[src/rtl/pipe_add_sub.sv]
// pipe_add_sub: pipelined N-bit add/sub with K-bit carry chunks, valid/ready handshake, optional ADD_SUB_SAT_EN saturation
module pipe_add_sub #(
  parameter int N = 16,
  parameter int K = 4
) (
  input  logic         clk,
  input  logic         rst,
  input  logic         in_vld,
  output logic         in_rdy,
  input  logic [N-1:0] a,
  input  logic [N-1:0] b,
  input  logic         sub,
  output logic         out_vld,
  input  logic         out_rdy,
  output logic [N-1:0] sum,
  output logic         co,
  output logic         ovf
);
  localparam int L = N / K;
  logic [N-1:0] ra [L];
  logic [N-1:0] rb [L];
  logic [N-1:0] rs [L];
  logic [L-1:0] rv, rc;
  logic         rovf;
  logic [N-1:0] pa [L];
  logic [N-1:0] pb [L];
  logic [N-1:0] ps [L];
  logic [N-1:0] ns [L];
  logic [K:0]   cs [L];
  logic [L-1:0] pv, pc, nc;
  logic         nov, adv;
  assign adv     = !(rv[L-1] && !out_rdy);
  assign in_rdy  = adv;
  assign out_vld = rv[L-1];
  assign sum     = rs[L-1];
  assign co      = rc[L-1];
  assign ovf     = rovf;
  // stage i sums chunk i; operands ride along as skew registers
  always_comb begin
    pa[0] = a;
    pb[0] = sub ? ~b : b;
    ps[0] = '0;
    pv[0] = in_vld;
    pc[0] = sub;
    for (int i = 1; i < L; i++) begin
      pa[i] = ra[i-1];
      pb[i] = rb[i-1];
      ps[i] = rs[i-1];
      pv[i] = rv[i-1];
      pc[i] = rc[i-1];
    end
    for (int i = 0; i < L; i++) begin
      cs[i] = {1'b0, pa[i][i*K +: K]} + {1'b0, pb[i][i*K +: K]} + {{K{1'b0}}, pc[i]};
      ns[i] = ps[i];
      ns[i][i*K +: K] = cs[i][K-1:0];
      nc[i] = cs[i][K];
    end
    nov = (pa[L-1][N-1] == pb[L-1][N-1]) && (ns[L-1][N-1] != pa[L-1][N-1]);
`ifdef ADD_SUB_SAT_EN
    if (nov) ns[L-1] = pa[L-1][N-1] ? {1'b1, {(N-1){1'b0}}} : {1'b0, {(N-1){1'b1}}};
`endif
  end
  always_ff @(posedge clk or posedge rst) begin
    if (rst) begin
      for (int i = 0; i < L; i++) begin
        ra[i] <= '0;
        rb[i] <= '0;
        rs[i] <= '0;
      end
      rv   <= '0;
      rc   <= '0;
      rovf <= 1'b0;
    end else if (adv) begin
      for (int i = 0; i < L; i++) begin
        ra[i] <= pa[i];
        rb[i] <= pb[i];
        rs[i] <= ns[i];
      end
      rv   <= pv;
      rc   <= nc;
      rovf <= nov;
    end
  end
endmodule
[config.mk]
export PLATFORM = sky130hd
export DESIGN_NAME = pipe_add_sub
export DESIGN_NICKNAME = d
export VERILOG_FILES = /design/src/rtl/pipe_add_sub.sv
export SDC_FILE = /design/constraint.sdc
export NUM_CORES = 1
export LEC_CHECK = 0
export CAP_MARGIN = 10
export CORE_ASPECT_RATIO = 0.75
export CORE_MARGIN = 5
export CORE_UTILIZATION = 35
export CTS_CLUSTER_SIZE = 12
export DETAILED_ROUTE_END_ITERATION = 12
export SYNTH_ARGS = -nofsm -noshare
export SYNTH_HDL_FRONTEND = slang
export SYNTH_SLANG_ARGS = --single-unit
[constraint.sdc]
create_clock -name clk -period 3.1 [get_ports clk]
set_input_delay 0.465 -clock clk [delete_from_list [all_inputs] [get_ports clk]]
set_output_delay 0.465 -clock clk [all_outputs]
set_load 0.02 [all_outputs]
# Word level (Yosys, flattened, before mapping)
# Cells that the tools add are included.
dict set report totals {
  ff_bits 145
  in_bits 37
  word_cells 29
}
dict set report op_classes {
  add_sub_neg 8
  eq_ne 2
  n_mux 1
  bitwise_logic 1
  reduce_logical 4
}
# op n
set ops {}
lappend ops {{$add 4x4->5} 4}
lappend ops {{$add 5x1->5} 4}
lappend ops {{$mux 16} 1}
lappend ops {{$not 16->16} 1}
lappend ops {{$logic_and 1x1->1} 2}
lappend ops {{$logic_not 1->1} 2}
lappend ops {{$eq 1x1->1} 1}
lappend ops {{$ne 1x1->1} 1}

# Longest topological paths before layout
# Gate-level depths: netlist of the first run.
dict set report logic_depth {
  ltp_word 4
  depth_mapped 7
}

# Least setup slack after synthesis of the first run
# OpenSTA, ideal clock, no wires.
dict set report synth_path {
  kind {input to register}
  from {input port sub}
  to {register rs (netlist bit ns[35])}
  arrival_time_ps 1984
  required_ps 2980
  setup_slack_ps 996
  stages 7
  cell_sequence {buf_6 -> buf_2 -> xor2_1 -> ha_1 -> and2_1 -> a2111o_1 -> and3_1}
}
dict set report synth_between {
  elab_chain_cells 3
}
# element line_no
set synth_lines {}
lappend synth_lines {{start: declaration} 12} ;# input logic sub,
lappend synth_lines {{$mux 16} 41} ;# pb[0] = sub ? ~b : b;
lappend synth_lines {{$add 4x4->5} 53} ;# cs[i] = {1'b0, pa[i][i*K +: K]} + {1'b0, pb[i][i*K +: K]} + {{K{1'b0}}, pc[i]};
lappend synth_lines {{$add 5x1->5 (*)} 53}
lappend synth_lines {{end signal: indexed assignment} 77} ;# rs[i] <= ns[i];
lappend synth_lines {{end: declaration} 22} ;# logic [N-1:0] rs [L];
# Mark *: on every way between the ends. The rest lies on a longest branch, timed or not.
# A chain may end at the register's enable or synchronous reset.

# Final worst setup path of the first run
dict set report layout_path {
  from {input port out_rdy}
  to {output port in_rdy}
}
dict set report layout_between {
  elab_chain_cells 3
}
# element line_no
set layout_lines {}
lappend layout_lines {{start: declaration} 14} ;# input logic out_rdy,
lappend layout_lines {{$logic_not 1->1} 32} ;# assign adv = !(rv[L-1] && !out_rdy);
lappend layout_lines {{$logic_and 1x1->1} 32}
lappend layout_lines {{$logic_not 1->1} 32}
lappend layout_lines {{end: declaration} 9} ;# output logic in_rdy,
# Every way passes these cells.

==> results of run 1 <==
-- power by group --
part / internal [mW] / switching, mW
Clock: 0.644 / 0.510
Combinational: 0.823 / 1.06
Sequential: 1.83 / 0.329
Total: 3.29 / 1.90
-- placed cells by master (no fill, tap or decap), drive strengths merged, types with 4 or more instances in the layout --
master	synthesis	final
a21o	6	6
dfrtp	97	97
a21oi	11	11
nor2b	4	4
nand2	222	222
o21ai	20	20
xnor2	16	16
fa	7	7
ha	12	12
nor2	6	6
buf	13	4
inv	9	12
clkdlybuf4s50	0	56
clkbuf	10	9
-- stage by stage --
step                setup WS, ps  area, µm²  hold slack, ps  utilization (%)  power, mW
global placement             756       5000             444             41.2       4.01
global route                 896       5310             486             43.8       5.65
CTS                          928       5310             468             43.8       5.27
floorplan                    101       4300             430                -       3.45
detailed placement           707       5000             451             41.2       4.09
finish                       940       5310             466             43.8       5.19
-- cell type report --
cell class / count / area [µm²] / share of cell area, %
Clock buffer: 9 / 225 / 4.24
Clock inverter: 7 / 87.6 / 1.65
Tap cell: 166 / 208 / 3.91
Multi-Input combinational cell: 330 / 1720 / 32.5
Inverter: 9 / 36.3 / 0.683
Timing Repair Buffer: 60 / 603 / 11.4
Sequential cell: 97 / 2430 / 45.7
-- worst paths after layout --
kind	cells past startpoint	slack [ps]	to
max	4	940	in_rdy
min	2	470	rv[2]$_DFFE_PP0N_
min reg2reg	2	470	rv[2]$_DFFE_PP0N_
max in group asynchronous	3	1860	pb[15]$_DFFE_PP0N_
min in group asynchronous	2	570	pa[31]$_DFFE_PP0N_
max reg2reg	5	1200	rc[3]$_DFFE_PP0N_
-- metal layers --
metal,GRT usage [%],up-vias,routed length (µm)
met5,0,-,0
li1,-,1547,-
met1,20.1,1396,4710
met2,16.7,53,3320
met4,3.39,0,102
met3,3.26,7,404
-- Yosys cell counts --
cell / instances / share of area [%]
nand2_1: 222 / 19
dfrtp_1: 97 / 56
o21ai_0: 20 / 2.3
xnor2_1: 16 / 3.3
ha_1: 12 / 3.5
a21oi_1: 11 / 1.3
clkbuf_1: 10 / 0.87
buf_2: 9 / 1.0
inv_1: 8 / 0.70
fa_1: 7 / 3.3
a21o_1: 6 / 1.0
nor2_1: 6 / 0.52
buf_4: 3 / 0.52
nand3_1: 3 / 0.35
nor2b_1: 3 / 0.44
xor2_1: 3 / 0.61
a211oi_1: 2 / 0.35
a21boi_0: 2 / 0.35
mux2i_1: 2 / 0.47
o2111ai_1: 2 / 0.41
or4_1: 2 / 0.35
a2111o_1: 1 / 0.26
a31oi_1: 1 / 0.15
and2_1: 1 / 0.15
and3_1: 1 / 0.15
buf_6: 1 / 0.26
inv_2: 1 / 0.087
mux2_4: 1 / 0.35
nand2b_1: 1 / 0.15
nand4_1: 1 / 0.15
nor2b_2: 1 / 0.20
nor3b_1: 1 / 0.17
o31ai_1: 1 / 0.17
o41ai_1: 1 / 0.20
-- registers in the layout, summed over array words and instances, names as in the netlist --
name / cells
ns: 24
sum: 16
pa: 24
pb: 24
rv: 4
rc: 4
ovf: 1
-- cell families after synthesis --
logic type      Yosys count
simple gates            242
flops                    97
compound gates           47
buf+inv                  32
xor+xnor                 19
fa+ha+maj                19
mux                       3
-- critical path: cells and delay by family --
family        cells  cell delay (ps)
simple gates      1               60
buf+inv           3             1180
==> results by group, run 1 <==
Min path
  • Min-Delay Path Class: reg -> reg
  • Hold Path Origin: rv[2]$_DFFE_PP0N_

Clock tree
  • Clock-pin slew of the registers on the worst-case setup and hold paths: ~70 ps
  • Post-CTS Resized: 0
  • Clk buf depth: 2
  • Setup Buffers After CTS: 0
  • Clk root buf: clkbuf_16
  • Hold-fix buffers, CTS: 0
  • CTS tree: built
  • H-tree levels: 3
  • # clock sinks: 97
  • Worst skew pair latency: roughly 340 ps
  • Cts bufs inserted: 9

Critical path
  • Worst setup EP type: output port
  • Critical path fanouts, max: 2
  • Critical path arrival: roughly 1700 ps
  • Worst reg2reg startpoint: rc[2]$_DFFE_PP0N_
  • Startpoint types: primary input
  • Worst Path Required: between 2000 and 3000 ps
  • Cell Chain, Critical Path: clkdlybuf4s50_1 > nor2b_4 > inv_2 > clkdlybuf4s50_1
  • CP Launch Point: out_rdy
  • Setup CP Type: in -> out
  • Slowest Stage Delay on Critical Path: roughly 600 ps
  • Most used cell, CP: clkdlybuf4s50_1
  • Slowest CP cell: clkdlybuf4s50_1

Yosys
  • Largest family of logic cells by synthesized area: simple AND/OR/NAND/NOR gates
  • Synth warnings: 0
  • Post-Syn Instances: approximately 460
  • Post-Synth Adder-Cell Area: 6.76%
  • Synth Area in Compound Gates: 6.55%
  • Synthesized area per cell: between 9 and 10 µm²
  • Post-synthesis mux area share: less than 1%
  • Syn Nets: between 500 and 600
  • Synth cell types: 34
  • Mapped cell area: about 4300 µm²
  • Post-synthesis xor/xnor area fraction: 3.87%
  • Seq/Total Area, Yosys: between 50% and 60%
  • Synth Register Bits: between 90 and 100
  • Synth Area in Simple Gates: 22.0%

GRT
  • Number of global-route vias before repair: approximately 3000
  • All-Layer GR Usage: approximately an eighth
  • Largest net degree at the start of global routing: between 100 and 150
  • Global-route wire length before repair: ~15 mm
  • Initial antenna violation count: 0
  • Total grt overflow: 0

Routing
  • DR iter-0 viols: around 240
  • Vias per cell: between 4 and 5
  • Post-route DRC: 0
  • WL per Instance: between 10 and 15 µm
  • Post-Route WL: between 8 and 9 mm
  • Routed Antenna Nets: 0
  • Drt pass-1 iters: 4
  • Vias: roughly 3000

Timing
  • Minimum clock period: approximately 2200 ps
  • Final hold violations: 0
  • RSZ-0062 raised after global routing: false
  • Worst rel slew slack: a little over 30%
  • Slew @ Worst Pin: 1040 ps
  • Final period utilization: between 60% and 70%
  • F_max: ~460 MHz
  • Setup violators final: 0
  • Pins over their slew limit: 0
  • Setup TNS Final: 0 ps
  • Worst Skew: 6.84 ps

Finish
  • Nets: between 500 and 600
  • # fillers: between 1000 and 1500
  • Final non-filler cell total: between 600 and 700
  • ANT cells: 0
  • Layout cells sized above 1: about 4.7%
  • Area grow syn2layout: 23.6%

Place
  • Placer congestion estimate: about 0.76
  • Placed Cells: approximately 660
  • HPWL after DPL: between 5 and 6 mm
  • IO buf count: between 50 and 60

Run status
  • Status: complete, no violations

Die
  • Die ar.: between 10000 and 15000 µm²
  • FP Rows: 35
  • Die X: around 140 µm
  • IO Pins: between 50 and 60
  • Core area: around 12000 µm²
  • Starting Density: 35.4%
  • Die height: 106 µm

Job
  • # Max-Cap Violations: 0

Pwr
  • Worst VDD drop: about 360 µV
  • Leak: ~2.6 nW
  • PD cells: roughly 1000 nW/µm²
(Power assumes the default switching activity.)
==> run 2, diff against run 1 <==
- clock period: 3.1 -> 1.9 ns (I/O delays scaled with it)
==> run 2 against run 1 <==
Compared with the run above:
- utilization grew 0.95 points
- hold slack lost 160 ps
- count of clock-buffer cells in the layout increased by 2
- die area stayed put
- wire length increased by 0.98%
- power grew 63%
- register-to-register slack got worse by 1100 ps
- sequential share of layout area decreased by 0.97 points
- first-iteration DRC count did not move
- clock skew is 3.6 ps higher
==> results by group, run 2 (synthesis gave the netlist of run 1 again) <==
Critical path
  • Startpoint types: flip-flop
  • Critical path arrival: roughly 2000 ps
  • Worst setup EP type: flip-flop
  • Worst reg2reg startpoint: rc[0]$_DFFE_PP0N_
  • FF-to-FF setup slack: roughly 65 ps
  • Setup CP Type: reg -> reg
  • Worst Path Required: around 2100 ps
  • Reg2reg path depth: 5
  • Critical path fanouts, max: 2
  • R2R Path End: rc[1]$_DFFE_PP0N_

Die
  • Die ar.: around 15000 µm²
  • IO Pins: 57
  • FP Rows: 35
  • Die X: around 140 µm
  • Core area: 12100 µm²
  • Die height: roughly 110 µm
  • Starting Density: roughly 35%

Place
  • DP Worst Slack: -334 ps
  • IO buf count: 56
  • Placed inst area: around 5100 µm²
  • HPWL after DPL: around 6.0 mm
  • Placer congestion estimate: slightly below 0.8

Pwr
  • Sw Share: 36.6%
  • Share of total power in the clock network: 20.1%
  • Seq pwr share: a little over two fifths
  • Combinational fraction of design power: a little under two fifths
  • Leak: between 2 and 3 nW
  • P_int: between 5 and 6 mW
  • Worst VDD drop: about 460 µV
  • PD cells: approximately 1600 nW/µm²
  • Sw Pwr: ~3 mW

GRT
  • Total grt overflow: 0
  • Number of global-route vias before repair: between 3000 and 4000
  • Largest net degree at the start of global routing: 88
  • Global-route wire length before repair: around 15 mm
  • Initial antenna violation count: 0
  • All-Layer GR Usage: about an eighth

Finish
  • Commonest non-fill, non-tap cell in the layout: nand2_1
  • Non-Filler Cell Area, Final: roughly 5400 µm²
  • Nets: about 570
  • FF/Latch Area: between 2000 and 2500 µm²
  • ANT cells: 0
  • # fillers: 1187
  • Layout cells sized above 1: between 6 and 7%
  • Multi-input combinational cell area: 1730 µm²
  • Area grow syn2layout: 26.3%
  • Most frequent cells in the layout: nand2_1 (222), dfrtp_1 (97), clkdlybuf4s50_1 (54)

Routing
  • DR iter-0 viols: roughly 240
  • Vias: 3045
  • Drt pass-1 iters: 4
  • WL per Instance: between 10 and 15 µm
  • Post-route DRC: 0
  • Routed Antenna Nets: 0
  • Vias per cell: between 4 and 5
  • Post-Route WL: between 8 and 9 mm

Clock tree
  • Clk buf depth: 2
  • Cts bufs inserted: 9
  • Clock-pin slew of the registers on the worst-case setup and hold paths: 70 ps
  • Worst skew pair latency: 340 ps
  • H-tree levels: 3
  • Hold-fix buffers, CTS: 0
  • Clk root buf: clkbuf_16
  • # clock sinks: 97
  • CTS tree: built

Run status
  • Status: complete, no violations

Timing
  • Slew @ Worst Pin: 440 ps
  • Worst rel slew slack: a little over two thirds
  • Worst Skew: 10.5 ps
  • F_max: between 500 and 600 MHz
  • Final hold violations: 0
  • Minimum clock period: around 1800 ps
  • Pins over their slew limit: 0
  • Worst setup margin: roughly 65 ps
  • Setup violators final: 0
  • RSZ-0062 raised after global routing: false
  • Final period utilization: a little over nine tenths

Job
  • # Max-Cap Violations: 0

Min path
  • Min-Delay Path Class: in -> async
## run 2: worst max path at each step
stage	slack, ps	cells after the start	endpoint	from
after floorplan	30	7	ns[35]$_DFFE_PP0N_	sub
after global placement	-240	6	ns[35]$_DFFE_PP0N_	sub
after detailed placement	-330	6	ns[35]$_DFFE_PP0N_	sub
after CTS	7	5	rc[3]$_DFFE_PP0N_	rc[2]$_DFFE_PP0N_
after global routing	0.7	5	rc[1]$_DFFE_PP0N_	rc[0]$_DFFE_PP0N_
final	70	5	rc[1]$_DFFE_PP0N_	rc[0]$_DFFE_PP0N_
## run 2: what timing repair did
action | CTS | global route
endpoints found under the setup margin | 0 | 4
buffers inserted | 0 | 0
resized for setup | 0 | 5
## run 2: per-layer routing
layer  vias to the layer above  part of all wire (%)  GRT usage, %
li1                       1560                     -             -
met1                      1411                    52          18.4
met2                        64                    40          17.8
met3                        10                   6.7          4.26
met4                         0                   1.2          3.60
met5                         -                     0             0
## run 2: layout make-up
cell class,instances,area share (%)
Inverter,9,0.692
Timing Repair Buffer,69,13.6
Clock buffer,11,4.47
Multi-Input combinational cell,330,32.0
Clock inverter,5,0.715
Tap cell,166,3.83
Sequential cell,97,44.7
## run 2: power by group through the flow
stage	Combinational, mW	Sequential (mW)	Clock, mW
floorplan	1.96	3.66	0
global placement	3.13	3.54	0
detailed placement	3.25	3.57	0
CTS	3.27	3.53	1.74
global route	3.69	3.65	1.83
finish	3.23	3.53	1.70
## run 2: critical path, cell delays in order, from the launching register on
cell and delay (ps):
dfrtp_1 400, fa_1 470, fa_1 410, a21o_1 180, a21oi_2 170, a21oi_1 80
## run 2: through the flow
step / std cells / total power [mW] / TNS (ps) / utilization, % / hold slack (ps)
global route: 687 / 9.17 / 0 / 44.7 / 343
CTS: 687 / 8.54 / 0 / 44.6 / 314
floorplan: 459 / 5.63 / 0 / - / 397
global placement: 671 / 6.67 / -501 / 42.3 / 446
finish: 687 / 8.45 / 0 / 44.7 / 308
detailed placement: 671 / 6.81 / -709 / 42.3 / 456
==> run 3, diff against run 2 <==
- CTS_BUF_LIST: default -> sky130_fd_sc_hd__clkbuf_8
==> run 3 against run 2 <==
Compared with the run above:
- fmax about the same
- highest routed layer unchanged
- worst setup slack got worse by 1.1 ps
- cell area fell by 2.0%
- critical path depth did not move
- first-iteration DRC count fell by 0.41%
==> results by group, run 3 (synthesis gave the netlist of run 1 again) <==
Critical path
  • Crit path max-delay family: adder cells
  • Worst setup EP type: flip-flop
  • Cell Chain, Critical Path: fa_1 > fa_1 > a21o_1 > a21oi_2 > a21oi_1
  • Critical path arrival: approximately 2100 ps
  • Critical path fanouts, max: 2
  • Slowest CP cell: fa_1
  • Most used cell, CP: fa_1
  • Number of buffers and inverters on the critical path: 0
  • Slowest Stage Delay on Critical Path: between 400 and 500 ps
  • Worst Path Required: about 2100 ps
  • Setup CP Type: reg -> reg
  • Startpoint types: flip-flop

GRT
  • All-Layer GR Usage: between 10% and 20%
  • Initial antenna violation count: 0
  • Largest net degree at the start of global routing: 88
  • Global-route wire length before repair: 14.7 mm
  • Total grt overflow: 0
  • Number of global-route vias before repair: between 3000 and 4000

Timing
  • RSZ-0062 raised after global routing: false
  • Minimum clock period: between 1500 and 2000 ps
  • Worst rel slew slack: a little over two thirds
  • Worst Skew: 16.8 ps
  • Final hold violations: 0
  • Worst setup margin: ~64 ps
  • Final period utilization: between 90% and 100%
  • Pins over their slew limit: 0
  • Slew @ Worst Pin: 441 ps
  • Setup violators final: 0
  • F_max: about 540 MHz

Routing
  • WL per Instance: between 10 and 15 µm
  • Routed Antenna Nets: 0
  • Post-route DRC: 0
  • DR iter-0 viols: 240
  • Drt pass-1 iters: 4
  • Vias per cell: around 4.4
  • Post-Route WL: 8.59 mm
  • Vias: slightly above 3000

Place
  • HPWL after DPL: around 6.0 mm
  • Placer congestion estimate: 0.773
  • DP Worst Slack: -334 ps
  • IO buf count: 56

Die
  • Core area: 12100 µm²
  • Starting Density: approximately 35%
  • Die ar.: 14600 µm²
  • Die X: about 140 µm
  • IO Pins: 57
  • FP Rows: 35
  • Die height: 106 µm

Finish
  • Commonest non-fill, non-tap cell in the layout: nand2_1
  • Nets: 572
  • Most frequent cells in the layout: nand2_1 (222), dfrtp_1 (97), clkdlybuf4s50_1 (55)
  • # fillers: between 1000 and 1500
  • Core Util, Final: ~44%
  • ANT cells: 0
  • Layout cells sized above 1: about 6.7%
  • Area grow syn2layout: 23.8%

Job
  • # Max-Cap Violations: 0

Pwr
  • PD cells: roughly 1500 nW/µm²
  • Worst VDD drop: 460 µV
  • Leak: between 2 and 3 nW

Clock tree
  • Clock-pin slew of the registers on the worst-case setup and hold paths: 90 ps
  • H-tree levels: 3
  • Clk buf depth: 2
  • Cts bufs inserted: 9
  • Clk root buf: clkbuf_8
  • Setup Buffers After CTS: 0
  • CTS tree: built
  • Worst skew pair latency: about 370 ps
  • # clock sinks: 97

Min path
  • Min-Delay Path Class: in -> async

Run status
  • Status: complete, no violations
[run 3: cell types whose count changed in the layout (fill, tap and decap cells not counted), sizes merged]
cell	previous run	this run
dlymetal6s2s	2	0
dlygate4sd2	0	1
clkbuf	11	10
inv	9	10
clkdlybuf4s50	54	55
[run 3: what timing repair did]
item,in CTS,in global routing
hold buffers,0,0
setup endpoints to repair,1,2
resized for setup,1,3
[run 3: where the power goes]
group,internal [mW],switching (mW)
combinational,1.45,1.78
clock,0.514,0.726
sequential,2.97,0.545
[run 3: metal layers]
metal / GRT usage, % / wire, µm / vias up
li1: - / - / 1556
met1: 18.4 / 4530 / 1420
met2: 17.4 / 3400 / 63
met3: 4.26 / 547 / 9
met4: 3.60 / 119 / 0
met5: 0 / 0 / -
[run 3: path summary, 6_finish.rpt]
check                           cells past startpoint          startpoint  slack (ps)            endpoint
worst max-delay path                                5   rc[0]$_DFFE_PP0N_          60   rc[1]$_DFFE_PP0N_
worst min-delay path                                2                 rst         270   rc[0]$_DFFE_PP0N_
worst max register to register                      5   rc[0]$_DFFE_PP0N_          60   rc[1]$_DFFE_PP0N_
worst min register to register                      2  pb[30]$_DFFE_PP0N_         460  pb[14]$_DFFE_PP0N_
max in group asynchronous                           3                 rst        1130  pa[31]$_DFFE_PP0N_
min in group clk                                    3               a[13]         440  pa[45]$_DFFE_PP0N_
[run 3: final cells by class]
cell class                      instances  area, µm²  share of cell area [%]
Sequential cell                        97       2430                    45.6
Multi-Input combinational cell        330       1730                    32.6
Timing Repair Buffer                   69        732                    13.8
Tap cell                              166        208                    3.90
Clock buffer                           10        138                    2.59
Clock inverter                          6       42.5                   0.800
Inverter                                9       37.5                   0.706
[run 3: stage by stage]
stage / instance area, µm² / hold WS (ps) / std cells / TNS (ps) / total power, mW
global route: 5320 / 301 / 687 / 0 / 8.68
floorplan: 4300 / 397 / 459 / 0 / 5.63
detailed placement: 5130 / 456 / 671 / -709 / 6.81
CTS: 5310 / 271 / 687 / 0 / 8.07
finish: 5320 / 274 / 687 / 0 / 7.98
global placement: 5130 / 446 / 671 / -501 / 6.67
==> RTL edit 1 (config.mk and constraints of run 1) <==
Register the output `ovf` once more; this adds one clock of latency there. The other outputs are not delayed to match.
--- a/src/rtl/pipe_add_sub.sv
+++ b/src/rtl/pipe_add_sub.sv
@@ -34,7 +34,9 @@
   assign out_vld = rv[L-1];
   assign sum     = rs[L-1];
   assign co      = rc[L-1];
-  assign ovf     = rovf;
+  always_ff @(posedge clk) begin
+    ovf <= rovf;
+  end
   // stage i sums chunk i; operands ride along as skew registers
   always_comb begin
     pa[0] = a;
Check against the original RTL: not equivalent (Yosys sat finds a counterexample within 10 cycles, from zero or initial values and one cycle with rst high).
==> RTL edit 1 against run 1 <==
  * Area after synthesis increased by 0.47%
  * Die area up 0.43%
  * Total power grew 3.6%
  * Combinational power increased by 2%
  * Setup slack got worse by 0.044 ns
  * Critical path depth unchanged
  * Cell area up 1.6%
  * Largest power group unchanged
  * Sequential cell count is 1 higher
  * Routed wire length decreased by 0.23%
  * Synthesized cell count is 0.22% higher
==> RTL edit 1: results (changes against run 1) <==
outcome: finished, final reports clean (unchanged)
Slew @ Worst Pin: 0.464 ns (was 1.04 ns)
Vias/cell: 4.46 (was 4.43)
Final Skew: 0.00326 ns (was 0.00684 ns)
R2R depth: 5 (unchanged)
post-synthesis sequential area ratio: 56.7% (was 56.5%)
nets: 564 (was 563)
r2r setup slk: 1.24 ns (was 1.20 ns)
Avg Inst Size Synth: 9.38 um2 (was 9.36 um2)
Hold Path Depth: 0 (was 2)
Longest Clk Path Bufs: 2 (unchanged)
Final ANT Viol Nets: 0 (unchanged)
P_leak: 2.62 nW (was 2.58 nW)
max incr delay on CP: 0.60 ns (about the same)
Fill cells: 1,204 (was 1,191)
DP Area: 0.00504 mm2 (was 0.00500 mm2)
Final GP Congestion: 0.819 (was 0.758)
hold slack: 0.370 ns (was 0.466 ns)
Syn Nets: 516 (was 515)
most frequent cells after synthesis: nand2_1 (222), dfrtp_1 (97), o21ai_0 (20), xnor2_1 (16), ha_1 (12) (unchanged)
ranking of synthesized cells by area: dfrtp_1 (56%), nand2_1 (19%), ha_1 (3.5%), fa_1 (3.2%), xnor2_1 (3.2%) (was dfrtp_1 (56%), nand2_1 (19%), ha_1 (3.5%), fa_1 (3.3%), xnor2_1 (3.3%))
Netlist cell types: 35 (was 34)
CTS Buf Count: 9 (unchanged)
final instance count without filler cells: 679 (was 678)
placed cells: 663 (was 662)
delay-heaviest family, CP: buffers and inverters (unchanged)
Clock transition at path regs: 0.06 ns
Setup Slack @ Placement: 0.643 ns (was 0.707 ns)
critical path peak fanout: 2 (unchanged)
area of the multi-input gates: 0.00172 mm2 (unchanged)
first-pass GRT wire length: 14,600 um (was 15,100 um)
HPWL after DPL: 5730 um (was 5780 um)
DR iter-0 viols: 217 (was 241)
CP Data Arrival Time: 1.74 ns (was 1.69 ns)
async set or reset register ratio after synthesis: 99.0% (was 100%)
Avg WL per Cell: 12.5 um (was 12.6 um)
largest net degree at the start of global routing: 110 (unchanged)
CTS resizes: 0 (unchanged)
All-Layer GR Usage: 12.1% (was 12.6%)
Hold Path End: ovf (was rv[2])
main flop type after synthesis: dfrtp_1 (unchanged)
peak supply drop: 0.000402 V (was 0.000356 V)
vias in the first global route: 2,996 (was 3,043)
Crit Reg-Reg Endpoint: rc[3] (unchanged)
ant diodes: 0 (unchanged)
hold wc startpoint: rovf (was rv[2])
layout cell share with drive strength beyond 1: 4.48% (was 4.69%)
-- RTL edit 1: how the worst max path moves through the flow --
stage / startpoint / to / slack [ns] / cells past startpoint
after global routing: out_rdy / in_rdy / 0.85 / 4
after CTS: out_rdy / in_rdy / 0.89 / 4
after global placement: sub / rc[0] / 0.67 / 7
after detailed placement: sub / rc[0] / 0.64 / 7
after floorplan: rst / ns[0] / 0.10 / 1
final: out_rdy / in_rdy / 0.90 / 4
-- RTL edit 1: layout make-up --
cell class	instances	area share [%]
Multi-Input combinational cell	330	31.9
Inverter	9	0.672
Clock inverter	4	1.81
Sequential cell	98	45.3
Timing Repair Buffer	60	11.6
Clock buffer	12	4.75
Tap cell	166	3.85
-- RTL edit 1: power breakdown --
part,internal (mW),switching [mW],total [mW]
registers,1.85,0.334,2.18
logic,0.846,1.07,1.92
clock network,0.833,0.448,1.28
-- RTL edit 1: cell families after synthesis --
kind of cell | after synthesis | synth area share [%]
simple gates | 242 | 21.9
flops | 98 | 56.7
compound gates | 47 | 6.52
buf+inv | 32 | 3.48
xor+xnor | 19 | 3.86
fa+ha+maj | 19 | 6.72
mux | 3 | 0.812
-- RTL edit 1: routing by layer --
metal	part of all wire (%)	vias to the layer above	GRT usage [%]
li1	-	1542	-
met4	1.6	0	4.51
met2	40	58	16.9
met1	55	1415	17.9
met3	3.2	11	3.06
met5	0	-	0
==> RTL edit 2 (config.mk and constraints of run 1) <==
Made on the original files. `N`: 16 -> 8.
--- a/src/rtl/pipe_add_sub.sv
+++ b/src/rtl/pipe_add_sub.sv
@@ -1,6 +1,6 @@
 // pipe_add_sub: pipelined N-bit add/sub with K-bit carry chunks, valid/ready handshake, optional ADD_SUB_SAT_EN saturation
 module pipe_add_sub #(
-  parameter int N = 16,
+  parameter int N = 8,
   parameter int K = 4
 ) (
   input  logic         clk,
Ports: changed (resized a, b and sum); port bits go from 57 to 33. No check against the original RTL was run, so the function may have changed too.
==> RTL edit 2 against run 1 <==
  * Routed wire length is 70% lower
  * Area after synthesis fell by 70%
  * Clock power decreased by 84%
  * Clock skew fell by 0.0044 ns
  * Register-to-register slack improved by 0.30 ns
  * Total power down 80%
  * Final cell count decreased by 68%
  * Count of clock-buffer cells in the layout down 5
  * Sequential cell count fell by 72
  * Cell area is 68% lower
  * Largest power group unchanged
  * Setup slack worse by 0.13 ns
==> RTL edit 2: results (changes against run 1) <==
placed cells: 213 (was 662)
outcome: finished, final reports clean (unchanged)
Final GP Congestion: 0.757 (was 0.758)
HPWL after DPL: 1990 um (was 5780 um)
Avg WL per Cell: 11.9 um (was 12.6 um)
Routed WL: 2570 um (was 8530 um)
Final Skew: 0.00245 ns (was 0.00684 ns)
Clk Latency, worst-skew pair: 0.26 ns (was 0.34 ns)
peak supply drop: 0.000183 V (was 0.000356 V)
max incr delay on CP: 0.70 ns (was 0.60 ns)
GR Util met3: 4.03% (was 3.26%)
grt met1 use: 15.6% (was 20.1%)
Synth top area share: 48.6% (was 56.5%)
critical path's slowest cell: clkdlybuf4s50_1 (unchanged)
Longest Clk Path Bufs: 2 (unchanged)
first-pass GRT wire length: 4400 um (was 15,100 um)
critical path peak fanout: 8 (was 2)
Fill cells: 358 (was 1,191)
post-synthesis sequential area ratio: 48.6% (was 56.5%)
port bufs: 32 (was 56)
H-tree depth reported by CTS: 1 (was 3)
most frequent cells after synthesis: nand2_1 (39), dfrtp_1 (25), o21ai_0 (8), a21oi_1 (6), ha_1 (6) (was nand2_1 (222), dfrtp_1 (97), o21ai_0 (20), xnor2_1 (16), ha_1 (12))
Vias/cell: 4.41 (was 4.43)
Root Buffer: clkbuf_8 (was clkbuf_16)
CP Data Arrival Time: 2.45 ns (was 1.69 ns)
layout cell share with drive strength beyond 1: 3.64% (was 4.69%)
cell taking the most area after synthesis: dfrtp_1 (unchanged)
first drt pass iteration count: 4 (unchanged)
GR Util met2: 15.6% (was 16.7%)
Mapped Cells: 133 (was 459)
Syn Nets: 163 (was 515)
DR iter-0 viols: 39 (was 241)
CTS Buf Count: 3 (was 9)
ranking of synthesized cells by area: dfrtp_1 (49%), nand2_1 (11%), ha_1 (5.8%), fa_1 (4.7%), xnor2_1 (3.4%) (was dfrtp_1 (56%), nand2_1 (19%), ha_1 (3.5%), fa_1 (3.3%), xnor2_1 (3.3%))
nets: 196 (was 563)
number of flip-flops in the largest register: 8
vias in the first global route: 965 (was 3,043)
All-Layer GR Usage: 11.0% (was 12.6%)
P_leak: 0.772 nW (was 2.58 nW)
CTS resizes: 0 (unchanged)
largest net degree at the start of global routing: 27 (was 110)
Slew @ Worst Pin: 0.927 ns (was 1.04 ns)
Netlist cell types: 28 (was 34)
## RTL edit 2: through the flow
step | hold slack, ns | setup slack [ns] | instance area (um2)
6_report | 0.464 | 0.815 | 1700
2_1_floorplan | 0.430 | 1.24 | 1290
3_5_place_dp | 0.447 | 0.529 | 1650
3_3_place_gp | 0.439 | 0.602 | 1650
4_1_cts | 0.467 | 0.814 | 1700
5_1_grt | 0.481 | 0.731 | 1700
## RTL edit 2: cells by family after synthesis
| family | share of synthesized area (%) |
|---|---|
| DFF | 48.6 |
| muxes | 1.17 |
| adders and majority gates | 10.5 |
| AOI/OAI and AO/OA | 12.1 |
| buffers and inverters | 4.08 |
| and+or+nand+nor | 16.7 |
| xor gates and xnor gates | 6.80 |
## RTL edit 2: path summary, 6_finish.rpt
path,startpoint,endpoint,slack [ns],cells past startpoint
setup reg to reg,rc[0],rc[1],1.50,6
setup / recovery,sub,ns[3],0.81,6
max in group asynchronous,rst,sum[3],1.83,2
hold / removal,rv[0],rv[1],0.46,1
hold reg to reg,rv[0],rv[1],0.46,1
min in group asynchronous,rst,sum[2],0.71,2
## RTL edit 2: layout make-up
class / count / area share, %
flip-flops and latches: 25 / 36.8
repair buffers: 34 / 19.7
clock buffers: 4 / 2.65
multi-input cells: 97 / 35.9
inverters: 5 / 1.10
well taps: 52 / 3.83
## RTL edit 2: metal layers
| layer | routed length, um | part of all wire [%] |
|---|---|---|
| met1 | 1320 | 51 |
| met2 | 1080 | 42 |
| met3 | 167 | 6.5 |
| met4 | 0 | 0 |
| met5 | 0 | 0 |
## RTL edit 2: worst max-delay path: cells and delay by family
| family | cells | cell delay (ns) |
|---|---|---|
| AO/OA/AOI/OAI | 1 | 0.40 |
| XOR/XNOR | 1 | 0.30 |
| adder cells (fa/ha/maj) | 1 | 0.28 |
| buffers and inverters | 1 | 0.70 |
| AND/OR/NAND/NOR | 2 | 0.29 |
## RTL edit 2: power by group
group	total (mW)	switching (mW)	internal [mW]
clock	0.189	0.0971	0.0918
combinational	0.418	0.214	0.204
sequential	0.456	0.0461	0.409
total	1.06	0.357	0.705
